[config.mk]
export PLATFORM = sky130hd
export DESIGN_NAME = rr_encoder8to3_flat
export DESIGN_NICKNAME = d
export VERILOG_FILES = /design/src/rtl/rr_encoder8to3_if.sv /design/src/rtl/rr_encoder8to3.sv /design/src/flat_wrapper.sv
export SDC_FILE = /design/constraint.sdc
export NUM_CORES = 1
export LEC_CHECK = 0
export ABC_CLOCK_PERIOD_IN_PS = 4400
export CORE_MARGIN = 2
export CORE_UTILIZATION = 66
export CTS_BUF_LIST = sky130_fd_sc_hd__clkbuf_8
export DETAILED_ROUTE_END_ITERATION = 12
export DONT_BUFFER_PORTS = 1
export PLACE_DENSITY = 0.8
export SLEW_MARGIN = 20
export SYNTH_ARGS = -nofsm -noshare
export SYNTH_HDL_FRONTEND = slang
export SYNTH_SLANG_ARGS = --single-unit
[constraint.sdc]
create_clock -name clk -period 4.4 [get_ports clk]
set_clock_uncertainty 0.15 [all_clocks]
set_input_delay 1.32 -clock clk [delete_from_list [all_inputs] [get_ports clk]]
set_output_delay 1.32 -clock clk [all_outputs]
set_load 0.005 [all_outputs]
[src/rtl/rr_encoder8to3_if.sv]
// Request/grant bundle for the round-robin 8-to-3 encoder.
// The master drives requests and ready; the slave returns the grant index, valid and pending.
interface rr_encoder8to3_if;
   logic [7:0] d;
   logic       ready;
   logic [2:0] s;
   logic       valid;
   logic [7:0] pending;

   modport master (output d, ready, input s, valid, pending);
   modport slave  (input d, ready, output s, valid, pending);
endinterface

[src/rtl/rr_encoder8to3.sv]
// Round-robin 8-to-3 encoder: sticky request register, round-robin winner select,
// and a one-entry valid/ready output register that can reload back-to-back.
module rr_encoder8to3 (
   input  logic               clk,
   input  logic               rst_n,
   rr_encoder8to3_if.slave    bus
);
   typedef enum logic {EMPTY = 1'b0, FULL = 1'b1} state_t;

   state_t     state;
   logic [7:0] pending_q;
   logic [2:0] ptr_q;
   logic [2:0] s_q;
   logic [2:0] win;
   logic       load;
   logic [7:0] clr;

   // Walk downward so the lowest offset from ptr is the last assignment and wins.
   always_comb begin
      win = ptr_q;
      for (int k = 7; k >= 0; k--) begin
         if (pending_q[ptr_q + 3'(k)]) win = ptr_q + 3'(k);
      end
   end

   assign load = ((state == EMPTY) || bus.ready) && (|pending_q);
   assign clr  = load ? (8'h01 << win) : 8'h00;

   always_ff @(posedge clk or negedge rst_n) begin
      if (!rst_n) begin
         state     <= EMPTY;
         pending_q <= 8'h00;
         ptr_q     <= 3'd0;
         s_q       <= 3'd0;
      end else begin
         // Set wins over clear: a re-request of the winner survives its load.
         pending_q <= (pending_q & ~clr) | bus.d;
         case (state)
            EMPTY: begin
               if (load) begin
                  s_q   <= win;
                  ptr_q <= win + 3'd1;
                  state <= FULL;
               end
            end
            FULL: begin
               if (bus.ready) begin
                  if (load) begin
                     s_q   <= win;
                     ptr_q <= win + 3'd1;
                  end else begin
                     state <= EMPTY;
                  end
               end
            end
            default: state <= EMPTY;
         endcase
      end
   end

   assign bus.s       = s_q;
   assign bus.valid   = (state == FULL);
   assign bus.pending = pending_q;
endmodule

[src/flat_wrapper.sv]
// flat-port wrapper written by rule: the top's interface ports become plain ports
module rr_encoder8to3_flat 
  (clk, rst_n, bus_d, bus_ready, bus_s, bus_valid, bus_pending);
  rr_encoder8to3_if bus_i ();
  input  logic clk;
  input  logic rst_n;
  input wire logic [$bits(bus_i.d)-1:0] bus_d;
  input wire logic [$bits(bus_i.ready)-1:0] bus_ready;
  output wire logic [$bits(bus_i.s)-1:0] bus_s;
  output wire logic [$bits(bus_i.valid)-1:0] bus_valid;
  output wire logic [$bits(bus_i.pending)-1:0] bus_pending;
  assign bus_i.d = bus_d;
  assign bus_i.ready = bus_ready;
  assign bus_s = bus_i.s;
  assign bus_valid = bus_i.valid;
  assign bus_pending = bus_i.pending;
  rr_encoder8to3 u_core (.clk(clk), .rst_n(rst_n), .bus(bus_i));
endmodule
; ---- After elaboration in Yosys (flattened, before gate mapping)
; Index checks and enable logic that the tools add are counted.
[word_totals]
ff_bits = 15
in_bits = 11
out_inout_bits = 12
[op_classes]
n_addsub = 8
order_cmp = 8
eq_ne = 1
shifts = 1
n_mux = 34
bitwise = 4
reduce_logical = 3
[ops]
columns = cell, n
row1 = $mux W3, 12
row2 = $lt A3 B4 Y1 const B, 8
row3 = $bmux W1 S3, 8
row4 = $add A3 B3 Y3 const B, 4
row5 = $pmux W3 S2, 2
row6 = $mux W1, 10
row7 = $and A8 B8 Y8, 1
row8 = $mux W8, 1
row9 = $not A8 Y8, 1
row10 = $or A8 B8 Y8, 1
row11 = $reduce_or A8 Y1, 1
row12 = $shl A1 B3 Y8 const A, 1
row13 = $add A3 B1 Y3 const B, 2
row14 = $add A3 B2 Y3 const B, 2
row15 = $ne A2 B2 Y1 const B, 1
row16 = $pmux W1 S2, 1
row17 = $logic_and A1 B1 Y1, 1
row18 = $logic_or A1 B1 Y1, 1
row19 = $not A1 Y1, 1

; ---- Logic depth before layout (Yosys ltp)
; Gate-level depths: netlist of the first run.
[logic_depth]
word_depth = 16
mapped_depth = 15

; ---- Least setup slack after synthesis of the first run
; No wires, ideal clock.
[synth_path]
path_kind = register to register
from = register u_core.ptr_q[0]
to = register u_core.ptr_q[2]
arrival_time_ns = 3.624
t_required_ns = 4.117
slack_ns = 0.493
path_stages_with_launch = 16
cell_sequence = dfrtp_1 -> buf_6 -> buf_2 -> clkinv_1 -> ha_1 -> clkbuf_1 -> mux4_2 -> mux2_2 -> a2111oi_1 -> a211oi_1 -> o32ai_2 -> inv_1 -> ha_1 -> ha_1 -> nand2_1 -> o21ai_0
[synth_via]
elab_chain_len = 15
elab_cells_between_ends = 35
cone_classes = 8 x add/sub / 27 x mux
[synth_rtl]
columns = element, line_no
row1 = "start, declared", rr_encoder8to3.sv:12  ; logic [2:0] ptr_q;
row2 = "start signal, assigned", rr_encoder8to3.sv:42  ; ptr_q <= win + 3'd1;
row3 = "start signal, assigned", rr_encoder8to3.sv:50  ; ptr_q <= win + 3'd1;
row4 = $add A3 B3 Y3, rr_encoder8to3.sv:22  ; if (pending_q[ptr_q + 3'(k)]) win = ptr_q + 3'(k);
row5 = $bmux W1 S3, rr_encoder8to3.sv:22
row6 = $mux W1 (not written as such), rr_encoder8to3.sv:22
row7 = $mux W3 (7 in a row), rr_encoder8to3.sv:22
row8 = $mux W3 (*), rr_encoder8to3.sv:22
row9 = named net u_core.win[1], rr_encoder8to3.sv:14  ; logic [2:0] win;
row10 = $add A3 B1 Y3 (*), "rr_encoder8to3.sv:42, rr_encoder8to3.sv:50"
row11 = $mux W3 (*), "rr_encoder8to3.sv:40, rr_encoder8to3.sv:48"
row12 = $mux W3, rr_encoder8to3.sv:47  ; if (bus.ready) begin
row13 = $pmux W3 S2 (*), rr_encoder8to3.sv:38  ; case (state)
; Mark *: on every way through the listed nets, which the timed path passes. The rest lies on a longest branch. The select of a mux whose other input is x is not followed.
; A chain may end at the register's enable or synchronous reset.

; ---- Worst setup path in the final report of the first run
; Same ends and word-level chain as after synthesis.

==> results.md, run 1 <==
* Outcome: completed
* # setup viols final at 0
* Post-synth EDFFs at 0
* # rows at 18
* YS warnings at 0
* GRT Util Overall at approximately a third
* Slowest cell on crit path: ha_1
* Rel. slew slack at 55.4%
* Drt drc at 0
* Worst path required time at approximately 4.4 ns
* Avg Inst Size Synth at 9.39 µm²
* CTS tree: done
* Die width at roughly 54 µm
* Worst path cell trace: clkinv_1 -> ha_1 -> mux4_2 -> mux2_1 -> a311oi_1 -> a211oi_1 -> o32ai_2 -> inv_1 -> ha_1 -> ha_1 -> nand2_1 -> o21ai_0
* WP buf/inv at 2
* Core ar. at around 0.0025 mm²
* DRT antenna net count at 0
* Number of global-route vias before repair at 1,520
* Die height at approximately 54 µm
* Syn_nets at 197
* Unrepaired setup endpoints after global routing: no
* Via count at ~1.5k
* Non-filler cells, final at between 200 and 250
* Most common cell after layout, fill and taps aside: dfrtp_1
* Critical Path Start: u_core.ptr_q[0]
* Clk sinks at 15
* Final Util at 70.8%
* R2r startpoint: u_core.ptr_q[0]
* CP Depth at 12
* CTS-repair resized insts at 0
* Pre-CTS setup slack at 0.654 ns
* Area post-placement at between 0.0015 and 0.002 mm²
* Most frequent cells in the layout: 15 x dfrtp_1, 14 x mux2i_1, 14 x inv_1
* Delay-heaviest family, CP: adder cells
* Max VDD drop at 0.560 mV
* Final slew viol count at 0
* Max_cap viols at 0
* Ys flop type: dfrtp_1
* Htree depth at 1
* Worst min path class: reg2reg
* Async set-reset flop share out of synthesis at between 90% and 100%
* CTS Buf Count at 3
* Final hold viol count at 0
* Setup crit end kind: flop
* Worst-Margin Slew at roughly 0.67 ns
* Setup TNS at 0 ns
* Nets at 195
* Deepest clock path buffer count at 2
* GR Util met1 at a little under half
* Via density at between 7 and 8
* DR pass1 iterations at 4
* Final GP Congestion at 0.919
* Worst setup margin at approximately 0.6 ns
* Antenna violations before repair at 0
* Leakage power at 0.653 nW
* Largest net degree at the start of global routing at 23
* Top Usage Layer GRT: met2
* Post-CTS Hold Buffers at 0
* Total I/O pin count at 23
* Starting density of the core at between 60% and 70%
* Register bit total from synthesis at 15
* R2R setup slack at a little over 0.6 ns
* Port Buffers at 0
* Worst skew pair latency at around 0.24 ns
* Max Fanout on Critical Path at 8
* Placed cells at just over 200
* Critical path endpoint: u_core.ptr_q[2]
* Worst-case reg-to-reg path depth at 12
* Fmax at roughly 260 MHz
* Crit-path max cell delay at between 0.5 and 0.6 ns
* Remaining Overflow, GRT at 0
* DRT Wirelength at approximately 4300 µm
* First-pass GRT wire length at 7200 µm
* Total power draw at ~1.5 mW
* Post-Syn Area at roughly 0.0017 mm²
* Seq/Total Area, Yosys at 22.3%
* Clock Pin Slew Worst Setup and Hold Paths at 0.06 ns
* Antenna Diode Count at 0
* Crit path DAT at 3.75 ns
* Cell area power density at between 800 and 900 mW/mm²
* # Post-CTS Setup Buffers at 0
* Hold WS at 0.408 ns
* WS Path Type: reg2reg
* Met3 Resource Use GR at 1.91%
* Syn-to-layout area delta at 3.42%
* Post-route clock period utilization at 86.1%
* Count of cell types in the netlist at 51
* Met2 Use GR at a little under three fifths
* Most frequent CP cell: ha_1
* DP HPWL at 3050 µm
* Mapped Cells at 179
* Wire per inst at between 20 and 25 µm
* Tmin final at around 3.8 ns
* Total die area at between 0.002 and 0.003 mm²
* Worst r2r dst: u_core.ptr_q[2]
* Share of layout cells above drive strength 1 at around 14%
* CP startpoint kind: flop
* Clk root buf: clkbuf_8
* Final instance area at between 0.0015 and 0.002 mm²
* Starting DRT DRC Count at 76
## per-layer routing
metal  up-vias  part of all wire [%]
met5         -                     0
met4         0                   1.3
met3         8                   4.3
met2        67                    52
met1       748                    43
li1        685                     -
## Yosys cell counts (2+ instances only)
master | n | area [µm²]
and4_1 | 2 | 17.5
nor4_1 | 2 | 12.5
a21oi_1 | 4 | 20.0
o21ai_1 | 2 | 10.0
xnor2_1 | 5 | 43.8
o211ai_1 | 3 | 22.5
clkinv_1 | 2 | 7.51
o21a_1 | 2 | 15.0
mux2_1 | 2 | 22.5
nand3_1 | 6 | 30.0
a41oi_1 | 7 | 61.3
a21boi_1 | 3 | 22.5
ha_1 | 7 | 87.6
a211oi_1 | 5 | 37.5
a31oi_1 | 2 | 12.5
a21o_1 | 2 | 15.0
buf_2 | 2 | 10.0
mux2i_1 | 14 | 140
nand2b_1 | 3 | 18.8
o2111ai_1 | 2 | 17.5
o22ai_1 | 2 | 12.5
nor3_1 | 2 | 10.0
o21ai_0 | 2 | 10.0
nand2_1 | 12 | 45.0
clkbuf_1 | 7 | 26.3
nand4_1 | 2 | 12.5
or2_2 | 2 | 12.5
inv_1 | 13 | 48.8
nor2_1 | 13 | 48.8
mux4_2 | 12 | 270
dfrtp_1 | 15 | 375
## report_power, final
| group | internal, mW | leakage (nW) | total [mW] | switching, mW |
|---|---|---|---|---|
| clock | 0.0617 | 0.0269 | 0.107 | 0.0451 |
| sequential | 0.192 | 0.154 | 0.321 | 0.129 |
| combinational | 0.442 | 0.472 | 1.03 | 0.587 |
## cell type report
| cell class | count | area, µm² |
|---|---|---|
| multi-input combinational | 138 | 1200 |
| fill | 177 | 716 |
| sequential | 15 | 375 |
| inverter | 16 | 60.1 |
| clock buffer | 3 | 41.3 |
| tap | 30 | 37.5 |
| timing repair buffer | 3 | 22.5 |
| clock inverter | 1 | 3.75 |
## worst reg2reg max path: cells and delay by family (launching register included)
family,cells,cell delay (ns)
adder cells (fa/ha/maj),3,1.03
AO/OA/AOI/OAI,4,0.99
multiplexers,2,0.77
flip-flops,1,0.34
buffers and inverters,2,0.32
AND/OR/NAND/NOR,1,0.05
## flip-flops by register name (all words and copies together) (netlist names)
name	count
u_core.ptr_q	3
u_core.bus.valid	1
u_core.bus.s	3
u_core.bus.pending	8
## cells by family (layout without fill, tap and decap cells)
| family | after synthesis | count (layout) | share of synthesized area (%) |
|---|---|---|---|
| AO/OA/AOI/OAI | 47 | 47 | 21.9 |
| XOR/XNOR | 6 | 6 | 3.12 |
| adder cells (fa/ha/maj) | 7 | 7 | 5.21 |
| buffers and inverters | 26 | 23 | 6.40 |
| flip-flops | 15 | 15 | 22.3 |
| multiplexers | 29 | 29 | 26.4 |
| AND/OR/NAND/NOR | 49 | 49 | 14.6 |
## how the worst min path moves through the flow
stage | slack (ns) | end | depth (start not counted) | startpoint
floorplan | 0.33 | u_core.bus.s[1] | 2 | u_core.bus.s[1]
global placement | 0.36 | u_core.bus.s[2] | 2 | u_core.bus.s[2]
detailed placement | 0.39 | u_core.bus.s[2] | 2 | u_core.bus.s[2]
CTS | 0.40 | u_core.bus.s[2] | 2 | u_core.bus.s[2]
global route | 0.44 | u_core.bus.s[2] | 2 | u_core.bus.s[2]
finish | 0.41 | u_core.bus.s[2] | 2 | u_core.bus.s[2]
No activity file was read; power rests on OpenSTA's default activity.
==> run 2: changes to the inputs <==
--- a/config.mk
+++ b/config.mk
@@ -6,6 +6,7 @@
 export NUM_CORES = 1
 export LEC_CHECK = 0
 export ABC_CLOCK_PERIOD_IN_PS = 4400
+export CORE_ASPECT_RATIO = 1.4
 export CORE_MARGIN = 2
 export CORE_UTILIZATION = 66
 export CTS_BUF_LIST = sky130_fd_sc_hd__clkbuf_8
@@ -16,3 +17,4 @@
 export SYNTH_ARGS = -nofsm -noshare
 export SYNTH_HDL_FRONTEND = slang
 export SYNTH_SLANG_ARGS = --single-unit
+export TNS_END_PERCENT = 50
==> run 2 against run 1 <==
Worst hold slack lost 0.031 ns. Worst setup slack gained 0.039 ns. Clock-buffer cell count is the same. Maximum frequency grew 1.0%. Sequential share of layout area shrank 0.062 points.
==> results.md, run 2 (synthesis results as in run 1) <==
* Worst setup margin at roughly 0.65 ns
* Setup crit end kind: flop
* Unrepaired setup endpoints after global routing: no
* Area post-placement at 0.00170 mm²
* Worst min path class: reg2reg
* CTS Buf Count at 3
* Crit-path max cell delay at roughly 0.56 ns
* WP buf/inv at 2
* CTS tree: done
* Filler Cell Count at 200
* Tmin final at about 3.7 ns
* Htree depth at 1
* Crit path DAT at 3.72 ns
* CP startpoint kind: flop
* Number of global-route vias before repair at 1,518
* Setup TNS at 0 ns
* Max_cap viols at 0
* Int Pwr at about 700 µW
* Drt drc at 0
* CTS-repair resized insts at 0
* First-pass GRT wire length at ~7300 µm
* Die height at 63.7 µm
* Antenna Diode Count at 0
* Final slew viol count at 0
* Outcome: completed
* Top Usage Layer GRT: met2
* Switch share at a little over half
* Starting DRT DRC Count at 48
* Hold WS at approximately 0.38 ns
* Met3 Resource Use GR at under 10%
* Logic gate share of total power at a little over two thirds
* Leakage power at around 0.65 nW
* DRT antenna net count at 0
* Final GP Congestion at 0.926
* Final hold viol count at 0
* Clk root buf: clkbuf_8
* Nets at 195
* Deepest clock path buffer count at 2
* Max Fanout on Critical Path at 9
* Fmax at about 270 MHz
* # setup viols final at 0
* Via density at 7.12
* Most frequent CP cell: ha_1
* Wire per inst at around 20 µm
* Total power draw at roughly 1.5 mW
* Cell area power density at ~830 mW/mm²
* GRT Util Overall at roughly 34%
* Starting density of the core at a little over two thirds
* Final instance area at roughly 0.0017 mm²
* Total die area at slightly below 0.003 mm²
* Most frequent cells in the layout: 15 x dfrtp_1, 14 x mux2i_1, 14 x inv_1
* Antenna violations before repair at 0
* Clock share of power at around 7.3%
* Post-route clock period utilization at 85.2%
* # Post-CTS Setup Buffers at 0
* Remaining Overflow, GRT at 0
* WS Path Type: reg2reg
* Delay-heaviest family, CP: adder cells
* Die width at 46.7 µm
* Post-CTS Hold Buffers at 0
* Worst-Margin Slew at 0.680 ns
* Clk sinks at 15
* DRT Wirelength at roughly 4200 µm
* # rows at 21
* Sw power at 757 µW
* Max VDD drop at 0.579 mV
* Worst skew pair latency at between 0.2 and 0.3 ns
* Syn-to-layout area delta at 3.72%
* Slowest cell on crit path: ha_1
* Share of layout cells above drive strength 1 at 13.6%
* Clock Pin Slew Worst Setup and Hold Paths at 0.05 ns
* Most common cell after layout, fill and taps aside: dfrtp_1
* Worst path cell trace: clkinv_1 -> ha_1 -> mux4_2 -> mux2_2 -> a2111oi_1 -> a211oi_1 -> o32ai_2 -> inv_1 -> ha_1 -> ha_1 -> nand2_1 -> o21ai_0
* DR pass1 iterations at 4
* Rel. slew slack at a little over half
* Worst path required time at 4.37 ns
* Core ar. at ~0.0024 mm²
* Max reg flops at 8
* Met2 Use GR at about 52%
* Seq pwr share at 21.9%
* DP HPWL at approximately 3300 µm
* Total I/O pin count at 23
* Largest net degree at the start of global routing at 23
* GR Util met1 at 43.2%
* Pre-CTS setup slack at about 0.72 ns
* Via count at 1,495
* Port Buffers at 0
[run 2: final timing paths]
check	slack, ns	start	end	cells after the start
max in group asynchronous	3.42	rst_n	u_core.bus.pending[2]	0
min	0.38	u_core.bus.s[2]	u_core.bus.s[2]	2
min reg2reg	0.38	u_core.bus.s[2]	u_core.bus.s[2]	2
max reg2reg	0.65	u_core.ptr_q[0]	u_core.ptr_q[2]	12
max	0.65	u_core.ptr_q[0]	u_core.ptr_q[2]	12
min in group asynchronous	0.61	rst_n	u_core.bus.pending[3]	0
[run 2: worst reg2reg max path: stages (launching register included)]
cell       delay [ns]
dfrtp_1          0.34
clkinv_1         0.22
ha_1             0.56
mux4_2           0.46
mux2_2           0.32
a2111oi_1        0.30
a211oi_1         0.15
o32ai_2          0.40
inv_1            0.11
ha_1             0.22
ha_1             0.27
nand2_1          0.05
o21ai_0          0.07
[run 2: power by group through the flow]
stage	registers, mW	logic (mW)	clock network (mW)
after CTS	0.315	1.02	0.108
after global placement	0.315	0.988	0
final	0.318	1.03	0.107
after floorplan	0.263	0.841	0
after global routing	0.332	1.12	0.116
after detailed placement	0.319	1.01	0
[run 2: per-stage QoR]
step / std cells / util [%]
final: 210 / 72.2
after global routing: 210 / 72.2
after CTS: 210 / 72.2
after detailed placement: 206 / 70.3
after global placement: 206 / 70.3
after floorplan: 179 / -
[run 2: layer usage]
layer / routed length (µm) / vias up / part of all wire [%]
met4: 176 / 0 / 4.1
met5: 0 / - / 0
met1: 1590 / 720 / 37
met2: 2220 / 66 / 52
met3: 261 / 16 / 6.1
li1: - / 693 / -
[run 2: layout make-up]
cell class	instances	area (µm²)	share of cell area (%)
tap	34	42.5	2.44
clock buffer	3	41.3	2.37
inverter	16	60.1	3.44
sequential	15	375	21.5
multi-input combinational	138	1200	68.7
timing repair buffer	3	22.5	1.29
clock inverter	1	3.75	0.215
